### src/rtl/rng_axi_writer_if.sv
// Bus bundle for rng_axi_writer: RNG input stream, AXI4 write master and soft-register port.
interface rng_axi_writer_if;
    logic [511:0] rnd_data;
    logic         rnd_valid;
    logic         rnd_ready;

    logic [15:0]  awid_m;
    logic [63:0]  awaddr_m;
    logic [7:0]   awlen_m;
    logic [2:0]   awsize_m;
    logic         awvalid_m;
    logic         awready_m;

    logic [511:0] wdata_m;
    logic [63:0]  wstrb_m;
    logic         wlast_m;
    logic         wvalid_m;
    logic         wready_m;

    logic [15:0]  bid_m;
    logic [1:0]   bresp_m;
    logic         bvalid_m;
    logic         bready_m;

    logic         softreg_req_valid;
    logic         softreg_req_isWrite;
    logic [31:0]  softreg_req_addr;
    logic [63:0]  softreg_req_data;
    logic         softreg_resp_valid;
    logic [63:0]  softreg_resp_data;

    modport master (
        input  rnd_data, rnd_valid,
        output rnd_ready,
        output awid_m, awaddr_m, awlen_m, awsize_m, awvalid_m,
        input  awready_m,
        output wdata_m, wstrb_m, wlast_m, wvalid_m,
        input  wready_m,
        input  bid_m, bresp_m, bvalid_m,
        output bready_m,
        input  softreg_req_valid, softreg_req_isWrite, softreg_req_addr, softreg_req_data,
        output softreg_resp_valid, softreg_resp_data
    );

    modport slave (
        output rnd_data, rnd_valid,
        input  rnd_ready,
        input  awid_m, awaddr_m, awlen_m, awsize_m, awvalid_m,
        output awready_m,
        input  wdata_m, wstrb_m, wlast_m, wvalid_m,
        output wready_m,
        output bid_m, bresp_m, bvalid_m,
        input  bready_m,
        output softreg_req_valid, softreg_req_isWrite, softreg_req_addr, softreg_req_data,
        input  softreg_resp_valid, softreg_resp_data
    );
endinterface

### src/rtl/rng_axi_writer.sv
// Drains a 512-bit random word stream into AXI4 INCR write bursts, configured via soft registers.
//  state   | meaning
//  IDLE    | waiting for START
//  ADDR    | presenting AW for next burst (gated by outstanding limit)
//  DATA    | streaming W beats of current burst
//  DRAIN   | all beats sent, waiting for remaining B responses
//  DONE    | job finished, one cycle before IDLE
module rng_axi_writer #(
    parameter int unsigned BURST_LEN    = 16,
    parameter int unsigned MAX_OUTSTAND = 4,
    parameter logic [15:0] AXI_ID       = 16'h0
) (
    input  logic             clk,
    input  logic             rst_n,
    rng_axi_writer_if.master bus
);
    typedef enum logic [2:0] {S_IDLE, S_ADDR, S_DATA, S_DRAIN, S_DONE} state_e;

    state_e       state_q, state_d;
    logic [63:0]  base_q, nbeats_q, addr_q, remain_q;
    logic [47:0]  written_q;
    logic [7:0]   beat_cnt_q;
    logic [3:0]   outst_q;
    logic         err_q;
    logic         resp_valid_q;
    logic [63:0]  resp_data_q, rd_data;

    logic         sr_wr, sr_rd, busy, start_go;
    logic         awvalid, wvalid, rnd_ready, wlast;
    logic         aw_fire, w_fire, b_fire;
    logic [7:0]   burst_beats;
    logic         unused_bid;

    assign sr_wr    = bus.softreg_req_valid && bus.softreg_req_isWrite;
    assign sr_rd    = bus.softreg_req_valid && !bus.softreg_req_isWrite;
    assign busy     = (state_q == S_ADDR) || (state_q == S_DATA) || (state_q == S_DRAIN);
    assign start_go = sr_wr && (bus.softreg_req_addr == 32'h10) && !busy;

    assign burst_beats = (remain_q >= 64'(BURST_LEN)) ? 8'(BURST_LEN) : remain_q[7:0];
    assign aw_fire     = awvalid && bus.awready_m;
    assign w_fire      = wvalid && bus.wready_m;
    assign b_fire      = bus.bvalid_m;
    assign unused_bid  = ^bus.bid_m;

    always_ff @(posedge clk or negedge rst_n) begin
        if (!rst_n) state_q <= S_IDLE;
        else        state_q <= state_d;
    end

    always_comb begin
        state_d = state_q;
        case (state_q)
            S_IDLE, S_DONE: begin
                if (start_go) state_d = (nbeats_q == 64'd0) ? S_DONE : S_ADDR;
                else          state_d = S_IDLE;
            end
            S_ADDR:  if (aw_fire) state_d = S_DATA;
            S_DATA:  if (w_fire && beat_cnt_q == 8'd1)
                         state_d = (remain_q == 64'd1) ? S_DRAIN : S_ADDR;
            S_DRAIN: if (outst_q == 4'd0) state_d = S_DONE;
            default: state_d = S_IDLE;
        endcase
    end

    // awvalid depends only on registered state, never on the input stream
    always_comb begin
        awvalid   = 1'b0;
        wvalid    = 1'b0;
        rnd_ready = 1'b0;
        wlast     = 1'b0;
        case (state_q)
            S_ADDR: awvalid = (outst_q < 4'(MAX_OUTSTAND));
            S_DATA: begin
                wvalid    = bus.rnd_valid;
                rnd_ready = bus.wready_m;
                wlast     = (beat_cnt_q == 8'd1);
            end
            default: ;
        endcase
    end

    assign bus.awvalid_m = awvalid;
    assign bus.awid_m    = AXI_ID;
    assign bus.awaddr_m  = addr_q;
    assign bus.awlen_m   = burst_beats - 8'd1;
    assign bus.awsize_m  = 3'b110;
    assign bus.wvalid_m  = wvalid;
    assign bus.wdata_m   = bus.rnd_data;
    assign bus.wstrb_m   = '1;
    assign bus.wlast_m   = wlast;
    assign bus.rnd_ready = rnd_ready;
    assign bus.bready_m  = 1'b1;

    always_ff @(posedge clk or negedge rst_n) begin
        if (!rst_n) begin
            addr_q     <= '0;
            remain_q   <= '0;
            written_q  <= '0;
            beat_cnt_q <= '0;
            err_q      <= 1'b0;
        end else if (start_go) begin
            addr_q    <= base_q;
            remain_q  <= nbeats_q;
            written_q <= '0;
            err_q     <= 1'b0;
        end else begin
            if (aw_fire) beat_cnt_q <= burst_beats;
            if (w_fire) begin
                beat_cnt_q <= beat_cnt_q - 8'd1;
                remain_q   <= remain_q - 64'd1;
                written_q  <= written_q + 48'd1;
                addr_q     <= addr_q + 64'd64;
            end
            if (b_fire && bus.bresp_m != 2'b00) err_q <= 1'b1;
        end
    end

    always_ff @(posedge clk or negedge rst_n) begin
        if (!rst_n) outst_q <= '0;
        else if (aw_fire && !b_fire) outst_q <= outst_q + 4'd1;
        else if (b_fire && !aw_fire) outst_q <= outst_q - 4'd1;
    end

    // BASE/NBEATS are only sampled on START, so writes while busy are harmless
    always_ff @(posedge clk or negedge rst_n) begin
        if (!rst_n) begin
            base_q   <= '0;
            nbeats_q <= '0;
        end else if (sr_wr) begin
            if (bus.softreg_req_addr == 32'h00) base_q   <= {bus.softreg_req_data[63:12], 12'h000};
            if (bus.softreg_req_addr == 32'h08) nbeats_q <= bus.softreg_req_data;
        end
    end

    always_comb begin
        rd_data = '0;
        case (bus.softreg_req_addr)
            32'h00:  rd_data = base_q;
            32'h08:  rd_data = nbeats_q;
            32'h18:  rd_data = {busy, err_q, 14'h0, written_q};
            default: rd_data = '0;
        endcase
    end

    always_ff @(posedge clk or negedge rst_n) begin
        if (!rst_n) begin
            resp_valid_q <= 1'b0;
            resp_data_q  <= '0;
        end else begin
            resp_valid_q <= sr_rd;
            if (sr_rd) resp_data_q <= rd_data;
        end
    end

    assign bus.softreg_resp_valid = resp_valid_q;
    assign bus.softreg_resp_data  = resp_data_q;
endmodule
### src/flat_wrapper.sv
// flat-port wrapper written by rule: the top's interface ports become plain ports
module rng_axi_writer_flat 
#(
    parameter int unsigned BURST_LEN    = 16,
    parameter int unsigned MAX_OUTSTAND = 4,
    parameter logic [15:0] AXI_ID       = 16'h0
)
  (clk, rst_n, bus_rnd_data, bus_rnd_valid, bus_rnd_ready, bus_awid_m, bus_awaddr_m, bus_awlen_m, bus_awsize_m, bus_awvalid_m, bus_awready_m, bus_wdata_m, bus_wstrb_m, bus_wlast_m, bus_wvalid_m, bus_wready_m, bus_bid_m, bus_bresp_m, bus_bvalid_m, bus_bready_m, bus_softreg_req_valid, bus_softreg_req_isWrite, bus_softreg_req_addr, bus_softreg_req_data, bus_softreg_resp_valid, bus_softreg_resp_data);
  rng_axi_writer_if bus_i ();
  input  logic clk;
  input  logic rst_n;
  input wire logic [$bits(bus_i.rnd_data)-1:0] bus_rnd_data;
  input wire logic [$bits(bus_i.rnd_valid)-1:0] bus_rnd_valid;
  output wire logic [$bits(bus_i.rnd_ready)-1:0] bus_rnd_ready;
  output wire logic [$bits(bus_i.awid_m)-1:0] bus_awid_m;
  output wire logic [$bits(bus_i.awaddr_m)-1:0] bus_awaddr_m;
  output wire logic [$bits(bus_i.awlen_m)-1:0] bus_awlen_m;
  output wire logic [$bits(bus_i.awsize_m)-1:0] bus_awsize_m;
  output wire logic [$bits(bus_i.awvalid_m)-1:0] bus_awvalid_m;
  input wire logic [$bits(bus_i.awready_m)-1:0] bus_awready_m;
  output wire logic [$bits(bus_i.wdata_m)-1:0] bus_wdata_m;
  output wire logic [$bits(bus_i.wstrb_m)-1:0] bus_wstrb_m;
  output wire logic [$bits(bus_i.wlast_m)-1:0] bus_wlast_m;
  output wire logic [$bits(bus_i.wvalid_m)-1:0] bus_wvalid_m;
  input wire logic [$bits(bus_i.wready_m)-1:0] bus_wready_m;
  input wire logic [$bits(bus_i.bid_m)-1:0] bus_bid_m;
  input wire logic [$bits(bus_i.bresp_m)-1:0] bus_bresp_m;
  input wire logic [$bits(bus_i.bvalid_m)-1:0] bus_bvalid_m;
  output wire logic [$bits(bus_i.bready_m)-1:0] bus_bready_m;
  input wire logic [$bits(bus_i.softreg_req_valid)-1:0] bus_softreg_req_valid;
  input wire logic [$bits(bus_i.softreg_req_isWrite)-1:0] bus_softreg_req_isWrite;
  input wire logic [$bits(bus_i.softreg_req_addr)-1:0] bus_softreg_req_addr;
  input wire logic [$bits(bus_i.softreg_req_data)-1:0] bus_softreg_req_data;
  output wire logic [$bits(bus_i.softreg_resp_valid)-1:0] bus_softreg_resp_valid;
  output wire logic [$bits(bus_i.softreg_resp_data)-1:0] bus_softreg_resp_data;
  assign bus_i.rnd_data = bus_rnd_data;
  assign bus_i.rnd_valid = bus_rnd_valid;
  assign bus_rnd_ready = bus_i.rnd_ready;
  assign bus_awid_m = bus_i.awid_m;
  assign bus_awaddr_m = bus_i.awaddr_m;
  assign bus_awlen_m = bus_i.awlen_m;
  assign bus_awsize_m = bus_i.awsize_m;
  assign bus_awvalid_m = bus_i.awvalid_m;
  assign bus_i.awready_m = bus_awready_m;
  assign bus_wdata_m = bus_i.wdata_m;
  assign bus_wstrb_m = bus_i.wstrb_m;
  assign bus_wlast_m = bus_i.wlast_m;
  assign bus_wvalid_m = bus_i.wvalid_m;
  assign bus_i.wready_m = bus_wready_m;
  assign bus_i.bid_m = bus_bid_m;
  assign bus_i.bresp_m = bus_bresp_m;
  assign bus_i.bvalid_m = bus_bvalid_m;
  assign bus_bready_m = bus_i.bready_m;
  assign bus_i.softreg_req_valid = bus_softreg_req_valid;
  assign bus_i.softreg_req_isWrite = bus_softreg_req_isWrite;
  assign bus_i.softreg_req_addr = bus_softreg_req_addr;
  assign bus_i.softreg_req_data = bus_softreg_req_data;
  assign bus_softreg_resp_valid = bus_i.softreg_resp_valid;
  assign bus_softreg_resp_data = bus_i.softreg_resp_data;
  rng_axi_writer #(.BURST_LEN(BURST_LEN), .MAX_OUTSTAND(MAX_OUTSTAND), .AXI_ID(AXI_ID)) u_core (.clk(clk), .rst_n(rst_n), .bus(bus_i));
endmodule
### config.mk
export PLATFORM = sky130hd
export DESIGN_NAME = rng_axi_writer_flat
export DESIGN_NICKNAME = d
export VERILOG_FILES = /design/src/rtl/rng_axi_writer_if.sv /design/src/rtl/rng_axi_writer.sv /design/src/flat_wrapper.sv
export SDC_FILE = /design/constraint.sdc
export NUM_CORES = 1
export LEC_CHECK = 0
export ABC_AREA = 1
export CORE_AREA = 4 4 524 526
export CTS_BUF_LIST = sky130_fd_sc_hd__clkbuf_8 sky130_fd_sc_hd__clkbuf_16
export CTS_CLUSTER_SIZE = 30
export DETAILED_ROUTE_END_ITERATION = 8
export DIE_AREA = 0 0 528 530
export PLACE_DENSITY = 0.3
export SYNTH_ARGS = -nofsm -noshare
export SYNTH_HDL_FRONTEND = slang
export SYNTH_SLANG_ARGS = --single-unit
### constraint.sdc
create_clock -name clk -period 2.7 [get_ports clk]
set_input_delay 0.54 -clock clk [delete_from_list [all_inputs] [get_ports clk]]
set_output_delay 0.54 -clock clk [all_outputs]
set_load 0.005 [all_outputs]
==> results.cfg, run 1 <==
[power_and_ir_drop]
comb_power_share_pct = 57.9
peakVddDrop_mv = 1.01
switching_share_pct = 44.5
p_leak_nw = 15.6
p_sw_mw = 14.4
power.density_nw_per_um2 = 937
seqPwrFrac_pct = 20.4
pwr-share-clk_pct = 21.7
total_power_mw = 32.4
p_int_mw = 18.0

[sta]
max_freq_mhz = 323
hold_viol = 0
final.period_utilization_pct = 115
rsz0062_at_grt = true
maxSlewHeadroom_pct = 56.8
clock-skew-final_ps = 21.1
tns_ps = -2020
min_period_ps = 3100
setup_ws_ps = -398
worst_pin_slew_ps = 648
finalSetupViolCount = 8
drv_slew = 0
whs_ps = 442

[clock_tree]
htreeDepth = 2
cts_made_buffers = 48
cts_tree = done
cts_root_buffer = clkbuf_16
clk-insertion-delay-late_ps = 630
numClockSinks = 367
clk_pin_slew_ps = 70
clockBufferDepth = 3

[layout]
area_growth_pct = 29.5
nets = 4605
drive_gt1_share_pct = 15.8
final_cell_mix = nand2_1 (1142), nand3_1 (430), nor2_1 (412)
instances_no_fill = 7568
final_common_cell = nand2_1

[synthesis]
netlist_instances = 3929
synth_warnings = 0
synth-seq-area-share_pct = 34.4
synth_top_area_cell = dfrtp_1
synth_edf_count = 0
synthTopCellsByArea = dfrtp_1 (34%), buf_4 (17%), nand2_1 (17%)
synth-async-reset-ratio_pct = 100
avgSynthCellArea_sq_um = 6.80
synth_top_area_share_pct = 34.4
synth_cell_types = 36
synth-seq-cells = 367
synth_area_sq_um = 26700
synth_flop_cell = dfrtp_1

[grt]
antenna_found_initial = 10
use_met1_pct = 10.8
grtUsageMet3_pct = 16.5
use_met2_pct = 28.2
grt.busiest_layer = met2
grt.total_usage_pct = 15.7
grt_max_degree = 69
grt_overflow = 0
grt_pass1_vias = 24900
grt_pass1_wl_microns = 285000

[routing]
drt_iter0_drc = 1495
drc_errors = 0
wirelength_microns = 229000
dr_total_vias = 24900
wl_per_cell_microns = 30.3
vias_per_cell = 3.29
drtAntennaViolNets = 0
first_pass_iters = 6

[placement]
gp_congestion = 0.899
numPortBuffers = 240
dp_hpwl_microns = 204000
dp_worst_setup_slack_ps = -648
placedCellCount = 7431

[die]
pin_count = 1371
fp.dieW_microns = 528
core_sq_um = 270000
start_util_pct = 9.90
dieArea_sq_um = 280000
rows = 191
die_y_microns = 530

[critical_path]
path_max_fanout = 4
reg2reg_depth = 21
worstPathRequired_ps = 2160
start_kind = flip-flop
critPathKind = flip-flop to primary output
endpoint_kind = primary output
worst-endpoint-arrival_ps = 2560

[run_status]
violations = negative setup slack
outcome = finished, violations left

[hold_path]
hold_class = input pin to asynchronous set/reset pin

[job]
drv_cap = 0
==> routing by layer <==
layer / wire, microns / share of wire [%]
met4: 6030 / 2.6
met2: 115000 / 50
met3: 53100 / 23
met1: 55000 / 24
met5: 557 / 0.24
==> what timing repair did <==
action / in CTS / in global routing
resized for setup: 171 / 66
pin swaps: 43 / 40
endpoints found under the hold margin: 31 / 0
hold buffers: 1 / 0
buffers inserted: 47 / 12
setup endpoints to repair: 11 / 21
==> path summary, 6_finish.rpt <==
check / start / to / slack (ps)
max: u_core.remain_q[42]$_DFFE_PN0P_ / bus_awlen_m[6] / -400
min: rst_n / u_core.bus.awaddr_m[55]$_DFFE_PN0P_ / 440
max reg2reg: u_core.remain_q[32]$_DFFE_PN0P_ / u_core.remain_q[54]$_DFFE_PN0P_ / 90
min reg2reg: u_core.bus.softreg_resp_data[15]$_DFFE_PN0P_ / u_core.bus.softreg_resp_data[15]$_DFFE_PN0P_ / 480
max in group asynchronous: rst_n / u_core.written_q[11]$_DFFE_PN0P_ / 1420
min in group clk: bus_softreg_req_data[2] / u_core.nbeats_q[2]$_DFFE_PN0P_ / 460
==> power groups by stage <==
stage	Sequential, mW	Combinational, mW	Clock [mW]
after floorplan	6.66	7.32	0
after global placement	6.65	15.1	0
after detailed placement	6.65	14.9	0
after CTS	6.60	17.8	7.35
after global routing	6.70	20.4	7.47
final	6.62	18.8	7.04
==> per-stage QoR <==
stage | cell area, sq um | utilization, %
global placement | 31900 | 11.8
CTS | 34400 | 12.7
global route | 34600 | 12.8
finish | 34600 | 12.8
floorplan | 27100 | -
detailed placement | 31900 | 11.8
==> cell type report <==
cell class	instances	area, sq um
diodes	3	7.51
clock buffers	55	1310
clock inverters	31	333
fillers	31400	235000
inverters	282	1060
multi-input cells	2638	12300
flip-flops and latches	367	9180
well taps	3570	4470
repair buffers	622	5930
==> worst max-delay path, stage by stage, from the launching register on <==
cell and delay (ps):
dfrtp_1 410, nor2_4 140, nand2_2 80, nor2_4 120, nand2_2 90, nor2_2 120, buf_6 160, nand2_8 70
nor2_4 100, inv_2 60, ha_4 170, nand4_1 160, inv_2 120, buf_6 140
==> cells in the mapped netlist, types with 5 or more instances <==
cell type / number
nand4_1: 45
xnor2_1: 36
nor2_1: 491
nand3_1: 434
nor3_1: 17
nand2_1: 1181
o211ai_1: 10
xor2_1: 35
o21ai_0: 99
dfrtp_1: 367
buf_6: 5
o21ai_1: 78
nand3b_1: 31
a21o_1: 11
nor2_2: 12
ha_1: 11
buf_4: 612
inv_1: 278
buf_1: 10
a21oi_1: 32
buf_2: 73
clkbuf_1: 30
==> sequential cells by signal (all words and copies together), names as in the netlist <==
register	flops
u_core.nbeats_q	64
u_core.remain_q	64
u_core.base_q	52
u_core.err_q	1
u_core.written_q	48
u_core.state_q	3
u_core.bus.awaddr_m	58
u_core.outst_q	4
u_core.bus.softreg_resp_valid	1
u_core.bus.softreg_resp_data	64
u_core.beat_cnt_q	8
==> cells by family (layout without fill, tap and decap cells) <==
logic type	Yosys count	in the layout	synth area share, %
xor gates and xnor gates	71	71	2.33
buffers and inverters	1012	990	23.3
and+or+nand+nor	2226	2226	34.7
adders and majority gates	12	12	0.590
other	2	93	0.0281
AOI/OAI and AO/OA	239	239	4.74
DFF	367	367	34.4
No activity file was read; power rests on OpenSTA's default activity.
==> run 2, diff against run 1 <==
--- a/config.mk
+++ b/config.mk
@@ -11,7 +11,7 @@
 export CTS_CLUSTER_SIZE = 30
 export DETAILED_ROUTE_END_ITERATION = 8
 export DIE_AREA = 0 0 528 530
-export PLACE_DENSITY = 0.3
+export PLACE_DENSITY_LB_ADDON = 0.2
 export SYNTH_ARGS = -nofsm -noshare
 export SYNTH_HDL_FRONTEND = slang
 export SYNTH_SLANG_ARGS = --single-unit
==> results.cfg, run 2 (synthesis results as in run 1) <==
[grt]
grt_max_degree = 60
grt_overflow = 0
grt_pass1_wl_microns = 285000
antenna_found_initial = 9
grt.total_usage_pct = 15.7
grt_pass1_vias = 25000

[sta]
drv_slew = 0
max_freq_mhz = 314
final.period_utilization_pct = 118
maxSlewHeadroom_pct = 54.1
min_period_ps = 3180
rsz0062_at_grt = true
setup_ws_ps = -483
finalSetupViolCount = 7
whs_ps = 450
hold_viol = 0
clock-skew-final_ps = 41.6
worst_pin_slew_ps = 689

[power_and_ir_drop]
switching_share_pct = 44.7
pwr-share-clk_pct = 21.3
comb_power_share_pct = 58.7
total_power_mw = 33.0
peakVddDrop_mv = 0.913
seqPwrFrac_pct = 20.0
p_int_mw = 18.3
p_sw_mw = 14.7
p_leak_nw = 15.6
power.density_nw_per_um2 = 951

[job]
drv_cap = 0

[hold_path]
worstHoldPathCells = 3
hold_class = input pin to flip-flop

[layout]
area_growth_pct = 29.9
nets = 4609
register_area_sq_um = 9190
final_cell_mix = nand2_1 (1137), nand3_1 (429), nor2_1 (400)
fillerInstances = 31400
final_common_cell = nand2_1
post-route-util_pct = 12.9
drive_gt1_share_pct = 16.3
multiInputGateArea_sq_um = 12500
instances_no_fill = 7574

[clock_tree]
cts_tree = done
clockBufferDepth = 3
htreeDepth = 2
numClockSinks = 367
cts_root_buffer = clkbuf_16
clk_pin_slew_ps = 70
clk-insertion-delay-late_ps = 650
cts_made_buffers = 48

[routing]
drtAntennaViolNets = 0
dr_total_vias = 25000
drt_iter0_drc = 1557
vias_per_cell = 3.31
wirelength_microns = 230000
drc_errors = 0
first_pass_iters = 7
wl_per_cell_microns = 30.4

[run_status]
violations = negative setup slack
outcome = finished, violations left

[critical_path]
reg2reg_depth = 20
start_kind = flip-flop
crit_cells = 12
crit_buf_inv = 5
worst-endpoint-arrival_ps = 2640
path_max_fanout = 3
cp_cell_sequence = nor2_2 > nand2_2 > nor2_2 > nand2_1 > nor2_4 > buf_4 > buf_6 > nand3_2 > buf_4 > xnor2_2 > buf_6 > buf_6
cpPeakStageDelay_ps = 400
path_common_cell = buf_6
critPathKind = flip-flop to primary output
endpoint_kind = primary output
worstPathRequired_ps = 2160
cp_top_family = simple AND/OR/NAND/NOR gates
critPathSlowestCell = dfrtp_1

[die]
core_sq_um = 270000
fp.dieW_microns = 528
rows = 191
start_util_pct = 9.90
die_y_microns = 530
dieArea_sq_um = 280000
pin_count = 1371

[placement]
dp_worst_setup_slack_ps = -642
gp_congestion = 0.904
dp_hpwl_microns = 205000
placedCellCount = 7422
numPortBuffers = 240
## run 2: area by class of cell
type / count / area share, %
multi-input cells: 2638 / 35.9
repair buffers: 626 / 16.9
clock buffers: 64 / 4.09
diodes: 3 / 0.0216
inverters: 282 / 3.06
clock inverters: 24 / 0.699
well taps: 3570 / 12.9
flip-flops and latches: 367 / 26.4
## run 2: what timing repair did
action                                 CTS  global route
pin swaps                               41            61
hold buffers                             1             0
gates resized for setup                186            99
setup endpoints to repair               12            24
endpoints found under the hold margin   33             0
buffers inserted                        60            20
## run 2: path summary, 6_finish.rpt
kind                                                         startpoint                                            to  slack [ps]
max                                     u_core.remain_q[12]$_DFFE_PN0P_                                bus_awlen_m[2]        -480
min                                             bus_softreg_req_data[4]                u_core.nbeats_q[4]$_DFFE_PN0P_         450
max reg2reg                             u_core.remain_q[17]$_DFFE_PN0P_               u_core.remain_q[54]$_DFFE_PN0P_         140
min reg2reg                u_core.bus.softreg_resp_data[12]$_DFFE_PN0P_  u_core.bus.softreg_resp_data[12]$_DFFE_PN0P_         480
max in group asynchronous                                         rst_n           u_core.bus.awaddr_m[63]$_DFFE_PN0P_        1390
min in group asynchronous                                         rst_n           u_core.bus.awaddr_m[55]$_DFFE_PN0P_         480
## run 2: worst reg2reg max path, delay by kind of cell (launching register included)
family                 cells  cell delay [ps]
AND/OR/NAND/NOR            9              660
buffers and inverters     11             1380
flip-flops                 1              380
## run 2: per-layer routing
metal  global-route usage [%]  vias to the layer above  wire length [microns]
met5                        0                        -                     40
met4                     3.26                        6                   5230
met3                     16.4                      161                  52800
met2                     28.5                     1386                 116000
met1                     10.9                    11700                  55500
li1                         -                    11800                      -
## run 2: power groups by stage
stage	Combinational (mW)	Clock (mW)	Sequential, mW
floorplan	7.32	0	6.66
global placement	15.0	0	6.63
detailed placement	14.9	0	6.62
CTS	17.9	7.30	6.57
global route	21.0	7.42	6.69
finish	19.4	7.03	6.61
## run 2: through the flow
step | setup TNS, ps | area, sq um
2_1_floorplan | 0 | 27100
3_3_place_gp | -3070 | 31800
3_5_place_dp | -3150 | 31800
4_1_cts | -5020 | 34400
5_1_grt | -3080 | 34700
6_report | -2020 | 34700
